`config.mk`:
```
export PLATFORM = sky130hd
export DESIGN_NAME = logic_unit_pipe
export DESIGN_NICKNAME = d
export VERILOG_FILES = /design/src/rtl/logic_unit_pipe.sv
export SDC_FILE = /design/constraint.sdc
export NUM_CORES = 1
export LEC_CHECK = 0
export ABC_AREA = 0
export CORE_MARGIN = 2
export CORE_UTILIZATION = 47
export CTS_CLUSTER_SIZE = 10
export DETAILED_ROUTE_END_ITERATION = 10
export PLACE_DENSITY = 0.78
export SYNTH_ARGS = -nofsm -noshare
export SYNTH_HDL_FRONTEND = slang
export SYNTH_SLANG_ARGS = --single-unit
```
`constraint.sdc`:
```
create_clock -name clk -period 1.35 [get_ports clk]
set_input_delay 0.3375 -clock clk [delete_from_list [all_inputs] [get_ports clk]]
set_output_delay 0.3375 -clock clk [all_outputs]
set_load 0.01 [all_outputs]
```
`src/rtl/logic_unit_pipe.sv`:
```
// Pipelined SPARC bitwise logic unit with elastic valid/ready stages.
// Keeps the integer condition codes for ops that retire with set_cc.
module logic_unit_pipe #(
    parameter int WIDTH = 32,
    parameter int DEPTH = 2
) (
    input  logic             clk,
    input  logic             rst_n,
    input  logic             in_valid,
    output logic             in_ready,
    input  logic [2:0]       op,
    input  logic [WIDTH-1:0] a,
    input  logic [WIDTH-1:0] b,
    input  logic             set_cc,
    output logic             out_valid,
    input  logic             out_ready,
    output logic [WIDTH-1:0] result,
    output logic             out_set_cc,
    output logic [3:0]       icc
);

    logic             vld_p [DEPTH];
    logic [WIDTH-1:0] res_p [DEPTH];
    logic             scc_p [DEPTH];
    logic             rdy   [DEPTH];
    logic [WIDTH-1:0] res_p0_d;
    logic [3:0]       icc_q;

    function automatic logic [WIDTH-1:0] logic_op(input logic [2:0] f,
                                                   input logic [WIDTH-1:0] x,
                                                   input logic [WIDTH-1:0] y);
        logic [WIDTH-1:0] r;
        case (f)
            3'b000:  r = x & y;
            3'b001:  r = x | y;
            3'b010:  r = x ^ y;
            3'b011:  r = ~x;
            3'b100:  r = x & ~y;
            3'b101:  r = x | ~y;
            3'b110:  r = ~(x ^ y);
            default: r = y;
        endcase
        return r;
    endfunction

    function automatic logic [3:0] logic_cc(input logic [WIDTH-1:0] r);
        return {r[WIDTH-1], ~|r, 2'b00};
    endfunction

    assign res_p0_d = logic_op(op, a, b);

    // A stage can load when it is empty or the stage after it is loading too.
    always_comb begin
        logic r;
        r = out_ready;
        for (int k = DEPTH - 1; k >= 0; k--) begin
            r      = !vld_p[k] || r;
            rdy[k] = r;
        end
    end

    // Stage 0 captures the computed result; later stages are plain elastic slots.
    always_ff @(posedge clk or negedge rst_n) begin
        if (!rst_n) begin
            for (int k = 0; k < DEPTH; k++) begin
                vld_p[k] <= 1'b0;
                res_p[k] <= '0;
                scc_p[k] <= 1'b0;
            end
        end else begin
            if (rdy[0]) begin
                vld_p[0] <= in_valid;
                if (in_valid) begin
                    res_p[0] <= res_p0_d;
                    scc_p[0] <= set_cc;
                end
            end
            for (int k = 1; k < DEPTH; k++) begin
                if (rdy[k]) begin
                    vld_p[k] <= vld_p[k-1];
                    if (vld_p[k-1]) begin
                        res_p[k] <= res_p[k-1];
                        scc_p[k] <= scc_p[k-1];
                    end
                end
            end
        end
    end

    always_ff @(posedge clk or negedge rst_n) begin
        if (!rst_n) begin
            icc_q <= 4'b0000;
        end else if (out_valid && out_ready && out_set_cc) begin
            icc_q <= logic_cc(result);
        end
    end

    assign in_ready   = rdy[0];
    assign out_valid  = vld_p[DEPTH-1];
    assign result     = res_p[DEPTH-1];
    assign out_set_cc = scc_p[DEPTH-1];
    assign icc        = icc_q;

endmodule
```
==> results of run 1 <==
how the worst max path moves through the flow:
stage | depth (start not counted) | startpoint | to | slack, ns
2_1_floorplan | 4 | out_valid$_DFFE_PN0P_ | result[10]$_DFFE_PN0P_ | -0.03
3_3_place_gp | 3 | out_ready | in_ready | -0.50
3_5_place_dp | 3 | out_ready | in_ready | -0.51
4_1_cts | 3 | out_valid$_DFFE_PN0P_ | in_ready | -0.07
5_1_grt | 7 | out_valid$_DFFE_PN0P_ | res_p[35]$_DFFE_PN0P_ | -0.16
6_report | 7 | out_valid$_DFFE_PN0P_ | res_p[35]$_DFFE_PN0P_ | -0.13
state kept, by name, indices dropped and copies added (netlist names):
name,count
scc_p,1
out_set_cc,1
res_p,32
result,32
icc,2
vld_p,1
out_valid,1
kinds of logic after synthesis:
logic type                share of synthesized area (%)
buffers and inverters                             10.65
DFF                                               33.80
muxes                                             14.34
and+or+nand+nor                                   5.456
xor gates and xnor gates                          10.82
AOI/OAI and AO/OA                                 24.87
other                                           0.07236
worst max-delay path: stages, from the launching register on:
cell	delay (ns)
dfrtp_1	0.40
buf_6	0.14
nand3b_4	0.10
buf_12	0.15
buf_12	0.12
o211a_1	0.20
a21oi_2	0.05
a31oi_1	0.21
power breakdown:
part	leakage, nW	switching [W]	total, W	internal (W)
combinational	2.17	0.00139	0.00298	0.00159
sequential	0.837	0.000365	0.00293	0.00256
clock	0.0821	0.000766	0.00146	0.000693
metal layers:
| layer | wire length, microns | vias up | share of wire, % | GRT usage [%] |
|---|---|---|---|---|
| met4 | 665 | 0 | 4.0 | 11.63 |
| met3 | 1167 | 56 | 7.1 | 4.782 |
| li1 | - | 2212 | - | - |
| met2 | 8327 | 243 | 50 | 47.52 |
| met5 | 0 | - | 0 | 0 |
| met1 | 6357 | 2379 | 38 | 32.53 |
through the flow:
step | util, % | worst slack, ns | cells
3_3_place_gp | 59.75 | -0.4995 | 763
5_1_grt | 65.00 | -0.1610 | 804
4_1_cts | 63.73 | -0.07145 | 797
3_5_place_dp | 59.75 | -0.5082 | 763
6_report | 65.00 | -0.1286 | 804
2_1_floorplan | - | -0.02743 | 537
cell type report:
type                    count  share of cell area, %
flip-flops and latches     70                  24.99
clock inverters             2                 0.1427
clock buffers              12                  2.069
well taps                 140                  2.497
repair buffers            197                  26.97
multi-input cells         383                  43.34
cell usage in the layout (no fill, tap or decap), drive strengths merged, types with 3 or more instances in the layout:
cell,n
clkdlybuf4s15,16
o21ai,64
a32oi,32
buf,92
clkbuf,32
nand2,38
xor2,64
nor4,8
mux2,66
o211a,32
a31oi,32
a21oi,32
nand2b,3
clkdlybuf4s50,66
dfrtp,70
repair_timing:
item,4_1_cts,5_1_grt
cloned,2,6
hold endpoints to repair,12,0
gates resized for setup,97,45
setup buffers,18,1
endpoints found under the setup margin,104,75
pin swaps,5,6
hold buffers,1,0
==> impl_metrics.toml, run 1 <==
[route]
drc = 0
detail_route.wl_per_cell_microns = 20.54
viasPerCell = 6.082
routed_wl_microns = 16520
firstDrtPassIters = 5
dr_total_vias = 4890
antenna_left = 0
drtIter0Drc = 390

[clock_network]
cts_made_buffers = 9
clkSinkCount = 70
clkTransAtPathRegs_ns = 0.07
clk_latency_ns = 0.35
root_buffer = "clkbuf_8"
h-tree-depth = 3
clockBufferDepth = 2
cts_tree = "done"

[logic_synthesis]
synth_top_cells_by_area = "dfrtp_1 34%, mux2_2 14%, xor2_1 11%, o211a_1 6.2%, a32oi_1 5.4%"
synthFlopType = "dfrtp_1"
synth_cells = 536
yosysWarnings = 0
synth_edf_count = 0
postSynthAreaPerCell_sq_um = 9.669
yosysTopAreaCell = "dfrtp_1"
ys_seq_area_share_pct = 33.80
post-synth-top-count-cell = "dfrtp_1"
synth_area_sq_mm = 0.005182
ys_async_sr_fraction_pct = 100.0
synthDistinctLibCells = 26
netlist_top_cells_count = "70 x dfrtp_1, 66 x mux2_2, 64 x xor2_1"
yosys.area.top_type_share_pct = 33.80
synth_seq_cells = 70

[final_layout]
nFillCells = 861
ff_latch_area_sq_mm = 0.001753
drive_gt1_share_pct = 33.43
multi_input_area_sq_mm = 0.003040
layout.nets = 733
n_antenna_cell = 0
syn2layout_area_growth_pct = 35.37
final_cell_area_sq_mm = 0.007015

[grt]
grt_pass1_wl_microns = 24800
grt_max_degree = 41
grt_pass1_vias = 4853
grt-ovfl-total = 0
grt.total_usage_pct = 27.11
antenna_found_initial = 0

[setup_path]
rrSetupSlack_ns = -0.13
worstPathRequired_ns = 1.60
timing.rr.start = "out_valid$_DFFE_PN0P_"
cp_data_arrival_time_ns = 1.72
crit_fanout = 7
path_class = "flip-flop to flip-flop"
reg2reg_to = "res_p[35]$_DFFE_PN0P_"
ff2ff_path_depth = 7
worstSetupEndpointType = "flip-flop"
cp-start-kind = "flip-flop"

[sta]
max_freq_mhz = 676.3
post-route-period-util_pct = 109.5
hold_viol = 0
grt_setup_unrepaired = "true"
setup-violations-final = 34
finalClockSkew_ns = 0.006783
fin_crit_ns = 1.479
setup_slack_ns = -0.1286
setup-tns-final_ns = -1.136
slew_violations = 0
worst_hold_slack_ns = 0.3802

[pwr]
fin_total_pwr_w = 0.007363
powerDensity_mw_per_mm2 = 1050
p_leak_nw = 3.089
ir_drop_v = 0.0005014

[placement]
dpl_cell_area_sq_mm = 0.006449
place_congestion = 0.8170
dp_hpwl_microns = 10220
io_buffer_count = 108

[floorplan]
die_area_sq_mm = 0.01188
core.rowCount = 38
die_h_microns = 109.0
die_w_microns = 109.0
core_sq_mm = 0.01079
io_pins = 111
start_util_pct = 48.02

[status]
violations = "negative setup slack"
status = "finished with violations"

[hold_path]
hold_path_class = "primary input to asynchronous set/reset pin"

[job]
cap_viol_max_count = 0
Power figures use the tool's default switching activity.
==> inputs of run 2 (changes only) <==
--- a/config.mk
+++ b/config.mk
@@ -6,11 +6,13 @@
 export NUM_CORES = 1
 export LEC_CHECK = 0
 export ABC_AREA = 0
+export CAP_MARGIN = 15
 export CORE_MARGIN = 2
-export CORE_UTILIZATION = 47
+export CORE_UTILIZATION = 45
 export CTS_CLUSTER_SIZE = 10
 export DETAILED_ROUTE_END_ITERATION = 10
-export PLACE_DENSITY = 0.78
+export PLACE_DENSITY = 0.75
 export SYNTH_ARGS = -nofsm -noshare
 export SYNTH_HDL_FRONTEND = slang
 export SYNTH_SLANG_ARGS = --single-unit
+export TNS_END_PERCENT = 100
==> run 2 against run 1 <==
Against the previous run: the flow finishes with violations (negative hold slack, negative setup slack); highest routed layer unchanged; clock power grew 82%; largest cell class unchanged; largest power group is now registers; via count up 2.9%; worst hold slack got worse by 0.40 ns.
==> impl_metrics.toml, run 2 (synthesized netlist as in run 1, its figures left out) <==
[status]
status = "finished with violations"
violations = "negative hold slack, negative setup slack"

[sta]
hold_viol = 7
setup_slack_ns = -0.1323
max_freq_mhz = 674.6
setup-violations-final = 43
worst_pin_slew_ns = 0.5062
post-route-period-util_pct = 109.8
max-slew-margin-rel_pct = 66.25
worst_hold_slack_ns = -0.01620
slew_violations = 0
fin_crit_ns = 1.482
grt_setup_unrepaired = "true"
finalClockSkew_ns = 0.004612

[clock_network]
cts_tree = "done"
clk_latency_ns = 0.34
h-tree-depth = 3
root_buffer = "clkbuf_16"
clockBufferDepth = 2
cts_made_buffers = 9
clkSinkCount = 70
clkTransAtPathRegs_ns = 0.06

[placement]
dp_slack_ns = -0.4969
io_buffer_count = 108
dp_hpwl_microns = 9974
place_congestion = 0.8188

[pwr]
powerDensity_mw_per_mm2 = 1183
p_leak_nw = 3.150
ir_drop_v = 0.0007103

[final_layout]
mostFrequentLayoutCell = "dfrtp_1"
multi_input_area_sq_mm = 0.003022
final_cell_mix = "70 x dfrtp_1, 66 x mux2_2, 66 x clkdlybuf4s50_1"
syn2layout_area_growth_pct = 39.40
nFillCells = 892
drive_gt1_share_pct = 31.35
layout.nets = 721
n_antenna_cell = 0
ff_latch_area_sq_mm = 0.001752

[setup_path]
worstPathRequired_ns = 1.57
path_class = "flip-flop to flip-flop"
crit_fanout = 8
cp-start-kind = "flip-flop"
worstSetupEndpointType = "flip-flop"
cp_data_arrival_time_ns = 1.70

[floorplan]
start_util_pct = 45.78
core_sq_mm = 0.01132
io_pins = 111
die_area_sq_mm = 0.01239
core.rowCount = 39
die_h_microns = 111.3
die_w_microns = 111.3

[route]
drtIter0Drc = 342
detail_route.wl_per_cell_microns = 21.67
viasPerCell = 6.316
dr_total_vias = 5034
firstDrtPassIters = 5
drc = 0
routed_wl_microns = 17270
antenna_left = 0

[job]
cap_viol_max_count = 0

[grt]
grt_max_degree = 71
grt_pass1_wl_microns = 25750
grt-ovfl-total = 0
grt_pass1_vias = 4981
antenna_found_initial = 0
grt.total_usage_pct = 25.95

[hold_path]
hold_path_class = "primary input to asynchronous set/reset pin"
==> run 2: routing by layer <==
metal | vias to the layer above | global-route usage, % | part of all wire (%)
li1 | 2194 | - | -
met4 | 0 | 10.37 | 3.6
met5 | - | 0 | 0
met2 | 297 | 45.28 | 50
met1 | 2485 | 31.57 | 37
met3 | 58 | 5.085 | 9.6
==> run 2: timing repair <==
| item | 4_1_cts | 5_1_grt |
|---|---|---|
| pin swaps | 2 | 1 |
| hold buffers | 0 | 0 |
| gates cloned | 6 | 4 |
| setup endpoints to repair | 104 | 70 |
| gates resized for setup | 99 | 36 |
| buffers inserted | 7 | 2 |
| hold endpoints to repair | 0 | 0 |
==> run 2: path summary, 6_finish.rpt <==
check,startpoint,to,slack (ns),cells past startpoint
worst min register to register,scc_p[1]$_DFFE_PN0P_,scc_p[1]$_DFFE_PN0P_,0.51,2
worst min-delay path,rst_n,result[28]$_DFFE_PN0P_,-0.02,2
worst max register to register,out_valid$_DFFE_PN0P_,res_p[37]$_DFFE_PN0P_,-0.13,8
worst max-delay path,out_valid$_DFFE_PN0P_,res_p[37]$_DFFE_PN0P_,-0.13,8
min in group clk,out_ready,out_valid$_DFFE_PN0P_,0.48,3
max in group asynchronous,rst_n,res_p[35]$_DFFE_PN0P_,1.01,2
==> run 2: critical path: stages (launching register included) <==
cell and delay, ns:
dfrtp_1 0.37, buf_6 0.13, nand3b_4 0.08, buf_8 0.15
buf_6 0.13, clkbuf_16 0.16, o211a_1 0.15, a21oi_2 0.13
a31oi_1 0.05
==> run 2: where the power goes <==
group | switching (W) | leakage (nW) | internal [W] | total, W
Clock | 0.000933 | 0.162 | 0.00172 | 0.00265
Combinational | 0.00133 | 2.15 | 0.00160 | 0.00292
Sequential | 0.000409 | 0.839 | 0.00256 | 0.00297
==> run 2: layout make-up <==
cell class                 count  area share, %
timing repair buffer         185          26.83
tap                          143          2.477
multi-input combinational    383          41.83
clock inverter                 5          1.126
sequential                    70          24.25
clock buffer                  11          3.498
==> run 2: stage by stage <==
step	instances	cell area, sq um	setup TNS, ns	total power [W]	util, %
global route	797	7224	-5.758	0.008888	63.82
finish	797	7224	-2.784	0.008547	63.82
floorplan	537	5186	-0.8229	0.004522	-
global placement	762	6460	-27.25	0.005532	57.06
CTS	791	7064	-3.933	0.008395	62.40
detailed placement	762	6460	-29.08	0.005656	57.06
==> inputs of run 3 (changes only) <==
--- a/config.mk
+++ b/config.mk
@@ -8,10 +8,9 @@
 export ABC_AREA = 0
 export CAP_MARGIN = 15
 export CORE_MARGIN = 2
-export CORE_UTILIZATION = 45
+export CORE_UTILIZATION = 34
 export CTS_CLUSTER_SIZE = 10
 export DETAILED_ROUTE_END_ITERATION = 10
-export PLACE_DENSITY = 0.75
 export SYNTH_ARGS = -nofsm -noshare
 export SYNTH_HDL_FRONTEND = slang
 export SYNTH_SLANG_ARGS = --single-unit
==> run 3 against run 2 <==
Against the previous run: the flow finishes with violations (negative setup slack); clock skew increased by 0.0031 ns; critical path depth shrank 2; final cell count grew 6.0%; sequential share of layout area decreased by 0.59 points; register-to-register slack improved by 0.07 ns; sequential cell count did not move; sequential power hardly changed; fmax increased by 4.6%; first-iteration DRC count increased by 25%.
==> impl_metrics.toml, run 3 (synthesized netlist as in run 1, its figures left out) <==
[placement]
io_buffer_count = 108
dp_hpwl_microns = 10110
place_congestion = 0.7675

[route]
drc = 0
drtIter0Drc = 428
routed_wl_microns = 17810
firstDrtPassIters = 5
detail_route.wl_per_cell_microns = 21.08
antenna_left = 0
dr_total_vias = 4859
viasPerCell = 5.750

[final_layout]
n_antenna_cell = 0
layout.nets = 724
drive_gt1_share_pct = 33.64
syn2layout_area_growth_pct = 42.97
final_cell_mix = "69 x dfrtp_1, 65 x clkdlybuf4s50_1, 64 x xor2_1"
mostFrequentLayoutCell = "dfrtp_1"
post-route-util_pct = 49.29

[setup_path]
crit_fanout = 4
worstSetupEndpointType = "flip-flop"
cp-start-kind = "flip-flop"
path_class = "flip-flop to flip-flop"
worstPathRequired_ns = 1.56
cp_data_arrival_time_ns = 1.63

[pwr]
p_leak_nw = 3.212
switchingPower_w = 0.002696
fin_total_pwr_w = 0.008486
switching_share_pct = 31.77
ir_drop_v = 0.0006148
sequentialPowerShare_pct = 35.3
powerDensity_mw_per_mm2 = 1145
comb_power_share_pct = 36.1
p_int_w = 0.005790
p_clk_share_pct = 28.6

[sta]
fin_crit_ns = 1.417
finalClockSkew_ns = 0.007748
hold_viol = 0
max_freq_mhz = 705.9
post-route-period-util_pct = 104.9
slew_violations = 0
grt_setup_unrepaired = "true"
setup_slack_ns = -0.06663
worst_pin_slew_ns = 0.5423
worst_hold_slack_ns = 0.01799
setup-violations-final = 43
max-slew-margin-rel_pct = 63.76

[clock_network]
clockBufferDepth = 2
h-tree-depth = 3
clkTransAtPathRegs_ns = 0.06
clk_latency_ns = 0.33
root_buffer = "clkbuf_16"
cts_hold_buf = 0
cts_made_buffers = 9
cts_tree = "done"
clkSinkCount = 70

[grt]
grt.total_usage_pct = 20.57
grt_max_degree = 71
antenna_found_initial = 0
grt_pass1_wl_microns = 25980
grt_pass1_vias = 4757
grt-ovfl-total = 0

[floorplan]
core.rowCount = 45
core_sq_mm = 0.01503
io_pins = 111
die_w_microns = 127.5
die_h_microns = 127.5
start_util_pct = 34.47
die_area_sq_mm = 0.01625

[job]
cap_viol_max_count = 0

[hold_path]
hold_path_class = "primary input to asynchronous set/reset pin"

[status]
violations = "negative setup slack"
status = "finished with violations"
## run 3: cell count changes in the layout (fill, tap and decap cells not counted), moves of 3 or more
cell / previous run / this run
a21oi_1: 18 / 0
a21oi_2: 14 / 27
a21oi_4: 0 / 5
a31oi_1: 29 / 32
a31oi_2: 3 / 0
clkbuf_16: 12 / 15
mux2_2: 66 / 57
mux2_4: 0 / 9
nor4_2: 5 / 2
## run 3: timing repair
item,in CTS,in global routing
endpoints found under the hold margin,0,0
resized for setup,100,68
setup buffers,10,2
gates cloned,6,6
pin swaps,5,17
endpoints found under the setup margin,104,77
## run 3: power groups by stage
| stage | sequential, W | clock, W | combinational [W] |
|---|---|---|---|
| detailed placement | 0.00298 | 0 | 0.00267 |
| floorplan | 0.00283 | 0 | 0.00169 |
| global placement | 0.00297 | 0 | 0.00259 |
| CTS | 0.00294 | 0.00247 | 0.00283 |
| finish | 0.00300 | 0.00242 | 0.00307 |
| global route | 0.00305 | 0.00256 | 0.00327 |
## run 3: path summary, 6_finish.rpt
kind,start,end,slack [ns],cells after the start
min reg2reg,scc_p[1]$_DFFE_PN0P_,scc_p[1]$_DFFE_PN0P_,0.48,2
min,rst_n,result[11]$_DFFE_PN0P_,0.02,2
max reg2reg,out_valid$_DFFE_PN0P_,result[9]$_DFFE_PN0P_,-0.07,6
min in group clk,scc_p[1]$_DFFE_PN0P_,scc_p[1]$_DFFE_PN0P_,0.48,2
max,out_valid$_DFFE_PN0P_,result[9]$_DFFE_PN0P_,-0.07,6
max in group asynchronous,rst_n,res_p[33]$_DFFE_PN0P_,1.02,2
## run 3: layout make-up
class,count,area [sq um]
Clock inverter,3,42.54
Sequential cell,70,1753
Tap cell,188,235.2
Clock buffer,13,260.3
Multi-Input combinational cell,383,3156
Fill cell,1338,7624
Timing Repair Buffer,188,1963
## run 3: worst max-delay path: stages (launching register included)
cell,delay (ns)
dfrtp_1,0.39
buf_6,0.14
nand2b_4,0.09
nand2_8,0.08
buf_6,0.15
clkbuf_16,0.15
mux2_4,0.29
## run 3: per-stage QoR
step,setup WS (ns),area (sq um),TNS [ns],cells
floorplan,-0.02743,5186,-0.8229,537
detailed placement,-0.4894,6491,-30.38,807
CTS,-0.1358,7067,-2.429,839
global route,-0.1219,7410,-4.437,845
finish,-0.06663,7410,-1.545,845
global placement,-0.4926,6491,-28.35,807
## run 3: metal layers
layer	track usage [%]	wire length, microns	vias up	part of all wire [%]
li1	-	-	2196	-
met1	26.51	7420	2399	42
met2	33.09	8670	225	49
met3	3.685	1173	39	6.6
met4	10.54	545	0	3.1
met5	0	0	-	0
